==> src/rtl/alu_shift_stage.sv <==
// One stage of the slice barrel shifter: when enabled, takes the bit arriving
// from a neighbour slice, otherwise passes the previous stage through.
module alu_shift_stage (
  input  logic en_i,
  input  logic nbr_i,
  input  logic prev_i,
  output logic stage_o
);

  assign stage_o = en_i ? nbr_i : prev_i;

endmodule

==> src/rtl/alu_bit_slice.sv <==
// One-bit ALU slice: full adder, six logic ops and one bit of an 8/4/2/1 barrel
// shifter, combined onto ALUOut with a registered copy on ALUOutQ.
module alu_bit_slice (
  input  logic Clock,
  input  logic nReset,
  input  logic A,
  input  logic B,
  input  logic SUB,
  input  logic ZeroA,
  input  logic CIn_Slice,
  output logic COut,
  output logic Sum,
  input  logic FAOut,
  input  logic nZ_prev,
  output logic nZ,
  input  logic AND,
  input  logic OR,
  input  logic XOR,
  input  logic NOT,
  input  logic NAND,
  input  logic NOR,
  input  logic Sh8,
  input  logic Sh4,
  input  logic Sh2,
  input  logic Sh1,
  input  logic ShB,
  input  logic ShL,
  input  logic ShR,
  input  logic ShOut,
  input  logic Sh8E_L,
  input  logic Sh4D_L,
  input  logic Sh2C_L,
  input  logic Sh1_L_In,
  input  logic Sh8D_R,
  input  logic Sh4C_R,
  input  logic Sh2B_R,
  input  logic Sh1_R_In,
  output logic Sh8A_L,
  output logic Sh4A_L,
  output logic Sh2A_L,
  output logic Sh1_L_Out,
  output logic Sh8Z_R,
  output logic Sh4Z_R,
  output logic Sh2Z_R,
  output logic Sh1_R_Out,
  output logic ALUOut,
  output logic ALUOutQ
);

  logic fa1, fa2;
  logic src, s8, s4, s2, s1;
  logic nin8, nin4, nin2, nin1;
  logic drv_l, drv_r;
  logic aluout_q;

  assign fa1  = A & ~ZeroA;
  assign fa2  = B ^ SUB;
  assign Sum  = fa1 ^ fa2 ^ CIn_Slice;
  assign COut = (fa1 & fa2) | (CIn_Slice & (fa1 ^ fa2));
  assign nZ   = nZ_prev | Sum;

  // Left direction has priority when both shift directions are requested.
  assign drv_l = ShL;
  assign drv_r = ShR & ~ShL;

  assign src  = ShB ? B : A;
  assign nin8 = drv_l ? Sh8E_L   : (drv_r ? Sh8D_R   : 1'b0);
  assign nin4 = drv_l ? Sh4D_L   : (drv_r ? Sh4C_R   : 1'b0);
  assign nin2 = drv_l ? Sh2C_L   : (drv_r ? Sh2B_R   : 1'b0);
  assign nin1 = drv_l ? Sh1_L_In : (drv_r ? Sh1_R_In : 1'b0);

  alu_shift_stage u_stage8 (.en_i(Sh8), .nbr_i(nin8), .prev_i(src), .stage_o(s8));
  alu_shift_stage u_stage4 (.en_i(Sh4), .nbr_i(nin4), .prev_i(s8),  .stage_o(s4));
  alu_shift_stage u_stage2 (.en_i(Sh2), .nbr_i(nin2), .prev_i(s4),  .stage_o(s2));
  alu_shift_stage u_stage1 (.en_i(Sh1), .nbr_i(nin1), .prev_i(s2),  .stage_o(s1));

  assign Sh8A_L    = drv_l & src;
  assign Sh4A_L    = drv_l & s8;
  assign Sh2A_L    = drv_l & s4;
  assign Sh1_L_Out = drv_l & s2;
  assign Sh8Z_R    = drv_r & src;
  assign Sh4Z_R    = drv_r & s8;
  assign Sh2Z_R    = drv_r & s4;
  assign Sh1_R_Out = drv_r & s2;

  assign ALUOut = (FAOut & Sum)
                | (AND   & (A & B))
                | (OR    & (A | B))
                | (XOR   & (A ^ B))
                | (NOT   & ~A)
                | (NAND  & ~(A & B))
                | (NOR   & ~(A | B))
                | (ShOut & s1);

  always_ff @(posedge Clock or negedge nReset) begin
    if (!nReset) aluout_q <= 1'b0;
    else         aluout_q <= ALUOut;
  end

  assign ALUOutQ = aluout_q;

endmodule

==> config.mk <==
export PLATFORM = sky130hd
export DESIGN_NAME = alu_bit_slice
export DESIGN_NICKNAME = d
export VERILOG_FILES = /design/src/rtl/alu_shift_stage.sv /design/src/rtl/alu_bit_slice.sv
export SDC_FILE = /design/constraint.sdc
export NUM_CORES = 1
export LEC_CHECK = 0
export ABC_AREA = 0
export BUFFER_PORTS_ARGS = -buffer_cell sky130_fd_sc_hd__buf_2
export CORE_AREA = 2 2 39 41
export CTS_CLUSTER_DIAMETER = 100
export DETAILED_ROUTE_END_ITERATION = 12
export DIE_AREA = 0 0 41 43
export HOLD_SLACK_MARGIN = 0.03
export PLACE_DENSITY = 0.67
export SLEW_MARGIN = 20
export SYNTH_ARGS = -nofsm -noshare
export SYNTH_HDL_FRONTEND = slang
export SYNTH_SLANG_ARGS = --single-unit
==> constraint.sdc <==
create_clock -name Clock -period 4.5 [get_ports Clock]
set_input_delay 0.9 -clock Clock [delete_from_list [all_inputs] [get_ports Clock]]
set_output_delay 0.9 -clock Clock [all_outputs]
set_load 0.05 [all_outputs]
* Word level (Yosys, flattened, before mapping)
Cells that the tools add are included.
** Word-level totals
- Bits in registers :: 1
- Latch bits :: 0
- Bits in writable memories :: 0
- ROM bits :: 0
- Input port bits :: 31
- Output and inout port bits :: 13
- Word-level logic and storage cells :: 54
- Memories :: 0
** Cells by class
- Add/sub/neg operators :: 0
- $mul :: 0
- Divide/modulo/power cells :: 0
- $lt $le $gt $ge :: 0
- Equality and inequality tests :: 0
- Shifts and indexed selects :: 0
- Mux-type cells :: 13
- Bitwise logic cells :: 40
- Reduce and logical (&&, ||, !) cells :: 0
** Operators with widths (count)
- $and A1 B1 Y1 :: 21
- $mux W1 :: 13
- $or A1 B1 Y1 :: 10
- $not A1 Y1 :: 5
- $xor A1 B1 Y1 :: 4

* Longest topological paths before layout
Gate-level depths: netlist of the first run.
- Depth in word-level cells :: 12
- Mapped depth :: 6
- Mapped depth without buffers :: 6

* Modules after synthesis
A second synthesis of the first run with hierarchy kept.
** Second synthesis, totals
- Cell total of the unflattened synthesis :: 44
- Area, all modules :: 341.6 um^2
** By module, submodules not included
- alu_bit_slice :: times used 1, cells each 40, area an instance 281.5 um^2, sequential area each 25.0 um^2
- alu_shift_stage :: times used 4, cells each 1, area an instance 15.0 um^2, sequential area each 0.0 um^2

* Worst setup path before layout of the first run
No wires, ideal clock.
- Path kind :: in2out
- Start :: input port ShL
- End :: output port ALUOut
- Arrival time :: 2.876 ns
- Required time :: 3.600 ns
- Slack :: 0.724 ns
- Stages on the path :: 5
- Buffers on the path :: 1
- Path through :: buf_6 > nor2b_4 > a22oi_1 > a211o_1 > o311ai_1
** Between the ends
- Cells in the longest elaborated chain, start to end :: 10
- Elaborated cells between the ends (all ways) :: 16
- Classes of those cells :: mux: 12; bitwise: 4
** RTL lines
- start, declared :: RTL line alu_bit_slice.sv:27 : input logic ShL,
- $not A1 Y1 :: RTL line alu_bit_slice.sv:64 : assign drv_r = ShR & ~ShL;
- $and A1 B1 Y1 :: RTL line alu_bit_slice.sv:64
- $mux W1 (2 in a row) :: RTL line alu_bit_slice.sv:67 : assign nin8 = drv_l ? Sh8E_L : (drv_r ? Sh8D_R : 1'b0);
- $mux W1 (3 in a row) :: RTL line alu_shift_stage.sv:10 : assign stage_o = en_i ? nbr_i : prev_i;
- $mux W1 (*) :: RTL line alu_shift_stage.sv:10
- $and A1 B1 Y1 (*) :: RTL line alu_bit_slice.sv:93 : | (ShOut & s1);
- $or A1 B1 Y1 (*) :: RTL line alu_bit_slice.sv:93
- end, declared :: RTL line alu_bit_slice.sv:46 : output logic ALUOut,
Mark *: on every way between the ends. The rest lies on a longest branch, timed or not.

* Worst setup path after layout of the first run
- Start :: input port A
- End :: output port ALUOut
** Between the ends
- Cells in the longest elaborated chain, start to end :: 11
- Elaborated cells between the ends (all ways) :: 29
- Classes of those cells :: mux: 5; bitwise: 24
** RTL lines
- start, declared :: RTL line alu_bit_slice.sv:6 : input logic A,
- $and A1 B1 Y1 :: RTL line alu_bit_slice.sv:56 : assign fa1 = A & ~ZeroA;
- $xor A1 B1 Y1 (2 in a row) :: RTL line alu_bit_slice.sv:58 : assign Sum = fa1 ^ fa2 ^ CIn_Slice;
- $and A1 B1 Y1 :: RTL line alu_bit_slice.sv:86 : assign ALUOut = (FAOut & Sum)
- $or A1 B1 Y1 :: RTL line alu_bit_slice.sv:87 : | (AND & (A & B))
- $or A1 B1 Y1 :: RTL line alu_bit_slice.sv:88 : | (OR & (A | B))
- $or A1 B1 Y1 :: RTL line alu_bit_slice.sv:89 : | (XOR & (A ^ B))
- $or A1 B1 Y1 :: RTL line alu_bit_slice.sv:90 : | (NOT & ~A)
- $or A1 B1 Y1 :: RTL line alu_bit_slice.sv:91 : | (NAND & ~(A & B))
- $or A1 B1 Y1 :: RTL line alu_bit_slice.sv:92 : | (NOR & ~(A | B))
- $or A1 B1 Y1 (*) :: RTL line alu_bit_slice.sv:93
Marks and branches as above.

==> results.ini, run 1 <==
[synthesis]
synth_area_per_cell_um2 = 7.344
yosysTopAreaCellShare = 0.07778
async_reset_ff_frac = 1.000
syn_area_um2 = 337.8
ys_seq_area_frac = 0.07407
yosys.area.top_type = nor2_1
synth_nets = 80
synth_cells = 46
synthTopCellsByArea = nor2_1, dfrtp_1, ha_1
synth_edf_count = 0
ys_seq_elements = 1
yosys_warnings = 0
synth_ff_type = dfrtp_1
ys_types = 28

[floorplanning]
die_x_um = 41
pin_count = 44
die_area_mm2 = 0.001763
initial_core_util = 0.2441
row_count = 14
die_y_um = 43
core-area_mm2 = 0.001384

[sta]
hold_violations = 0
fmax_mhz = 286.2
finalMaxSlewViolations = 0
fin_setup_tns_ns = 0
rsz0062_at_grt = false
setup_slack_ns = 1.006
slew_headroom = 0.7746
period_share = 0.7765
whs_ns = 0.6754
setup_viol = 0
finalCriticalPeriod_ns = 3.494
tightest_slew_ns = 0.3288

[worst_setup_path]
slowest_delay_ns = 0.46
crit_path_start_kind = input port
critical_path.endpoint_type = output port
worstSetupPathType = in2out
cpLargestDelayFamily = compound AO/OA/AOI/OAI gates
slowest_stage = fa_1
cp_num_buf_inv = 3
arrival_ns = 2.59
path_max_fanout = 3
path_cells = buf_2 -> inv_1 -> nor2_1 -> fa_1 -> a221o_1 -> a311oi_1 -> o311ai_1 -> buf_2
required_ns = 3.60
crit_path_frequent_cell = buf_2

[pwr]
powerDensity_mw_per_mm2 = 170.4
p_clk_frac = 0
p_leak_nw = 0.3171
seqPwrFrac = 0.103
ir_worst_vdd_uv = 50.64
netSwitchingFraction = 0.6093
p_int_uw = 37.41
power_frac_comb = 0.897
p_switching_uw = 58.34

[cts]
cts_setup_buffers = 0
ctsResizeCount = 0
clk_pin_slew_ns = 0
postCtsHoldBufs = 0

[layout]
layout_commonest_cell = buf_2
multiInputGateArea_um2 = 282.8
fillers = 157
layout_common_cells = buf_2, nor2_1, inv_1, o21ai_0, nand2_1
diodes = 0
area_growth_pct = 66.30
nets = 124
regArea_um2 = 25.02
largest_register_ffs = 1
drive_gt1_frac = 0.5227

[detailed_routing]
wl_um = 1075
viasPerCell = 4.654
dr.pass1.iters = 2
wire_per_inst_um = 10.34
final_antenna_net_count = 0
drtIter0Drc = 7
drc_errors = 0
num_vias = 484

[global_routing]
grt_max_degree = 10
grtUsageTotal = 0.1181
grt_first_pass_wirelength_um = 1518
first_global_vias = 383
overflow = 0
antenna_found_initial = 0

[placed_design]
portBuffers = 43
pre_cts_slack_ns = 1.005
gp_congestion = 0.6322
post-dp-hpwl_um = 997.1

[status]
status = complete, no violations

[flow_run]
maxCapViolations = 0

[worst_hold_path]
hp-class = in2async

## kinds of logic (layout without fill, tap and decap cells)
logic type	after synthesis	after routing	share of synthesized area
flip-flops	1	1	0.07406
AO/OA/AOI/OAI	14	14	0.3111
AND/OR/NAND/NOR	19	19	0.3037
buffers and inverters	6	48	0.08886
adder cells (fa/ha/maj)	3	3	0.1333
multiplexers	2	2	0.06296
XOR/XNOR	1	1	0.02593
## cell type report
class,count,share of cell area
tap,16,0.03563
sequential,1,0.04454
multi-input combinational,39,0.5033
timing repair buffer,43,0.3831
inverter,5,0.03341
## metal layers
metal / GRT usage / part of all wire / vias up
met5: 0 / 0 / -
met4: 0 / 0 / 0
met3: 0 / 0.066 / 0
met2: 0.2313 / 0.56 / 16
met1: 0.1401 / 0.37 / 216
li1: - / - / 252
## metrics by stage
step                        util  cells  power, mW  instance area [um^2]
after floorplan                -     46    0.07011                 337.8
after global placement    0.4060    104    0.09489                 561.8
after detailed placement  0.4060    104    0.09632                 561.8
after CTS                 0.4060    104    0.09643                 561.8
after global routing      0.4060    104     0.1021                 561.8
final                     0.4060    104    0.09575                 561.8
## power by group through the flow
stage               combinational, mW  clock [mW]  sequential, mW
floorplan                      0.0579           0          0.0122
global placement               0.0850           0         0.00992
detailed placement             0.0864           0         0.00988
CTS                            0.0865           0         0.00989
global route                   0.0921           0          0.0100
finish                         0.0859           0         0.00988
## final timing paths
kind	start	to	cells past startpoint
max	A	ALUOut	8
min	nReset	ALUOutQ$_DFF_PN0_	1
min in group Clock	Sh1	ALUOutQ$_DFF_PN0_	3
max in group asynchronous	nReset	ALUOutQ$_DFF_PN0_	1
## synth_stat cells, types with 2 or more instances
cell / instances
inv_1: 4
a22oi_1: 2
and2_1: 2
nor2_1: 7
o21ai_0: 3
nand3_1: 2
ha_1: 2
nand2_1: 3
o31ai_1: 2
Power figures use the tool's default switching activity.
==> run 2, diff against run 1 <==
==> constraint.sdc (replaced) <==
create_clock -name Clock -period 3.6 [get_ports Clock]
set_input_delay 0.72 -clock Clock [delete_from_list [all_inputs] [get_ports Clock]]
set_output_delay 0.72 -clock Clock [all_outputs]
set_load 0.05 [all_outputs]
==> results.ini, run 2 (synthesis gave the netlist of run 1 again) <==
[worst_setup_path]
arrival_ns = 2.41
worstSetupPathType = in2out
slowest_stage = fa_1
required_ns = 2.88
path_max_fanout = 3
crit_path_frequent_cell = buf_2
path_cells = buf_2 -> inv_1 -> nor2_1 -> fa_1 -> a221o_1 -> a311oi_1 -> o311ai_1 -> buf_2
critical_path.endpoint_type = output port
crit_path_start_kind = input port
slowest_delay_ns = 0.47

[detailed_routing]
dr.pass1.iters = 2
final_antenna_net_count = 0
wl_um = 1075
drtIter0Drc = 6
drc_errors = 0
num_vias = 498
wire_per_inst_um = 10.34
viasPerCell = 4.788

[sta]
rsz0062_at_grt = false
finalCriticalPeriod_ns = 3.130
whs_ns = 0.4951
setup_viol = 0
period_share = 0.8693
hold_violations = 0
finalMaxSlewViolations = 0
fin_setup_tns_ns = 0
fmax_mhz = 319.5
slew_headroom = 0.7896
tightest_slew_ns = 0.3069

[layout]
layout_commonest_cell = buf_2
nets = 124
finalInstanceArea_um2 = 561.8
drive_gt1_frac = 0.5227
largest_register_ffs = 1
fillers = 153
area_growth_pct = 66.30
diodes = 0
layout_common_cells = buf_2, nor2_1, inv_1, o21ai_0, nand2_1

[floorplanning]
row_count = 14
core-area_mm2 = 0.001384
die_y_um = 43
die_area_mm2 = 0.001763
die_x_um = 41
pin_count = 44
initial_core_util = 0.2441

[global_routing]
first_global_vias = 394
overflow = 0
antenna_found_initial = 0
grtUsageTotal = 0.1181
grt_max_degree = 10
grt_first_pass_wirelength_um = 1518

[cts]
clk_pin_slew_ns = 0
ctsResizeCount = 0
postCtsHoldBufs = 0
cts_setup_buffers = 0

[placed_design]
gp_congestion = 0.6325
post-dp-hpwl_um = 985.4
portBuffers = 43
dpl_cell_area_um2 = 561.8

[pwr]
p_leak_nw = 0.3171
ir_worst_vdd_uv = 63.95
finalPower_uw = 119.6
powerDensity_mw_per_mm2 = 212.9

[worst_hold_path]
hp-class = in2async

[flow_run]
maxCapViolations = 0

[status]
status = complete, no violations

[run 2: final cells by class]
class | count | area (um^2) | area share
Multi-Input combinational cell | 39 | 282.8 | 0.5033
Timing Repair Buffer | 43 | 215.2 | 0.3831
Sequential cell | 1 | 25.02 | 0.04454
Tap cell | 16 | 20.02 | 0.03563
Inverter | 5 | 18.77 | 0.03341
[run 2: critical path, delay by kind of cell]
family          cells  cell delay, ns
compound gates      3            0.66
fa+ha+maj           1            0.47
buf+inv             3            0.41
simple gates        1            0.15
[run 2: worst paths after layout]
kind                       startpoint                 to  slack [ns]  depth (start not counted)
worst max-delay path                A             ALUOut        0.47                          8
worst min-delay path           nReset  ALUOutQ$_DFF_PN0_        0.50                          1
max in group asynchronous      nReset  ALUOutQ$_DFF_PN0_        3.02                          1
min in group Clock                Sh1  ALUOutQ$_DFF_PN0_        1.01                          3
[run 2: power breakdown]
part	internal, mW	total [mW]	switching (mW)
Combinational	0.0347	0.107	0.0725
Sequential	0.0122	0.0124	0.000140
Clock	0	0	0
Total	0.0469	0.120	0.0727
[run 2: stage by stage]
stage | util | std cells | setup slack (ns)
floorplan | - | 46 | 0.1836
global placement | 0.4060 | 104 | 0.5229
detailed placement | 0.4060 | 104 | 0.4692
CTS | 0.4060 | 104 | 0.4692
global route | 0.4060 | 104 | 0.3216
finish | 0.4060 | 104 | 0.4705
[run 2: per-layer routing]
layer | GRT usage | vias to the layer above | part of all wire
met3 | 0 | 0 | 0.072
met5 | 0 | - | 0
met1 | 0.1465 | 227 | 0.38
met2 | 0.2250 | 16 | 0.55
met4 | 0 | 0 | 0
li1 | - | 255 | -
==> run 3, diff against run 2 <==
--- a/config.mk
+++ b/config.mk
@@ -16,4 +16,5 @@
 export SLEW_MARGIN = 20
 export SYNTH_ARGS = -nofsm -noshare
 export SYNTH_HDL_FRONTEND = slang
+export SYNTH_HIERARCHICAL = 1
 export SYNTH_SLANG_ARGS = --single-unit
==> results.ini, run 3 <==
[sta]
finalMaxSlewViolations = 0
slew_headroom = 0.8299
tightest_slew_ns = 0.2569
finalCriticalPeriod_ns = 3.420
fin_setup_tns_ns = 0
hold_violations = 0
period_share = 0.9500
rsz0062_at_grt = false
fmax_mhz = 292.4
setup_viol = 0

[detailed_routing]
viasPerCell = 4.417
num_vias = 455
drtIter0Drc = 2
drc_errors = 0
wire_per_inst_um = 8.573
final_antenna_net_count = 0
wl_um = 883
dr.pass1.iters = 2

[worst_hold_path]
hp-class = in2async

[layout]
area_growth_pct = 67.77
stdcell_count = 103
drive_gt1_frac = 0.5862
nets = 123
diodes = 0
layout_commonest_cell = buf_2
largest_register_ffs = 1
layout_common_cells = buf_2, nand2_1, and2_1, inv_1

[placed_design]
gp_congestion = 0.6410
portBuffers = 43
dp_cells = 103

[floorplanning]
pin_count = 44
core-area_mm2 = 0.001384
die_area_mm2 = 0.001763
die_y_um = 43
die_x_um = 41
initial_core_util = 0.2468
row_count = 14

[worst_setup_path]
path_max_fanout = 3
required_ns = 2.88
critical_path.endpoint_type = output port
worstSetupPathType = in2out
crit_path_start_kind = input port
arrival_ns = 2.70

[synthesis]
async_reset_ff_frac = 1.000
ys_types = 18
synthTopCellsByArea = mux2_4, and2_1, a22oi_1
yosysTopAreaCellShare = 0.1758
yosys-top-cells-count = nand2_1, and2_1, inv_1
ys_seq_area_frac = 0.07326
synth_nets = 78
ys_seq_elements = 1
yosys_warnings = 6
synth_area_per_cell_um2 = 7.763
synth_cells = 44
synth_edf_count = 0
synth_ff_type = dfrtp_1
yosys.area.top_type = mux2_4
synth_most_common_cell = nand2_1
syn_area_um2 = 341.6

[global_routing]
grt_max_degree = 14
overflow = 0
first_global_vias = 430
grtUsageTotal = 0.1041
antenna_found_initial = 0
grt_first_pass_wirelength_um = 1386

[cts]
clk_pin_slew_ns = 0
postCtsHoldBufs = 0
cts_setup_buffers = 0
ctsResizeCount = 0

[pwr]
powerDensity_mw_per_mm2 = 212.4
ir_worst_vdd_uv = 84.62
p_leak_nw = 0.3453

[status]
status = complete, no violations

[flow_run]
maxCapViolations = 0

-- run 3: cell types whose count changed in the layout (fill, tap and decap cells not counted), moves of 2 or more --
cell / change
nand2_1: +5
o31ai_1: -2
nand3_1: -2
a22oi_1: +2
mux2_4: +4
and2_1: +4
nor2_1: -6
-- run 3: critical path, cell delays in order --
cell     delay, ns
buf_2         0.09
mux2i_1       0.22
inv_1         0.06
mux2_4        0.27
mux2_4        0.28
mux2_4        0.28
mux2_4        0.26
a22oi_1       0.17
nand4_1       0.12
buf_2         0.23
-- run 3: worst max path at each step --
stage	startpoint	to	slack (ns)	depth (start not counted)
6_report	ShB	ALUOut	0.18	10
5_1_grt	ShB	ALUOut	0.05	10
4_1_cts	ShB	ALUOut	0.14	10
3_5_place_dp	ShB	ALUOut	0.14	10
3_3_place_gp	B	ALUOut	0.16	10
2_1_floorplan	ShB	ALUOut	0.09	8
-- run 3: metrics by stage --
step / hold slack, ns / power (mW) / util / setup WS (ns) / area (um^2)
2_1_floorplan: 0.4244 / 0.09100 / - / 0.09002 / 341.6
3_3_place_gp: 0.4940 / 0.1221 / 0.4141 / 0.1607 / 573.1
3_5_place_dp: 0.4949 / 0.1228 / 0.4141 / 0.1427 / 573.1
4_1_cts: 0.4952 / 0.1230 / 0.4141 / 0.1355 / 573.1
5_1_grt: 0.5027 / 0.1307 / 0.4141 / 0.04961 / 573.1
6_report: 0.4942 / 0.1217 / 0.4141 / 0.1798 / 573.1
-- run 3: layer usage --
metal	track usage	wire length, um	vias up
met4	0	0	0
li1	-	-	233
met5	0	0	-
met1	0.1051	309	204
met3	0	89	0
met2	0.2219	485	18
-- run 3: cell type report --
cell class | instances | area [um^2]
repair buffers | 44 | 222.7
flip-flops and latches | 1 | 25.02
inverters | 5 | 18.77
multi-input cells | 37 | 286.5
fillers | 149 | 810.8
well taps | 16 | 20.02
-- run 3: logic make-up after synthesis --
family,after synthesis,share of synthesized area
compound gates,8,0.1465
simple gates,20,0.3297
buf+inv,6,0.08792
xor+xnor,1,0.02565
flops,1,0.07325
mux,5,0.2051
fa+ha+maj,3,0.1319
-- run 3: power breakdown --
| group | switching, mW | internal, mW | total (mW) |
|---|---|---|---|
| Sequential | 0.000145 | 0.0123 | 0.0124 |
| Clock | 0 | 0 | 0 |
| Combinational | 0.0690 | 0.0403 | 0.109 |
| Total | 0.0691 | 0.0526 | 0.122 |
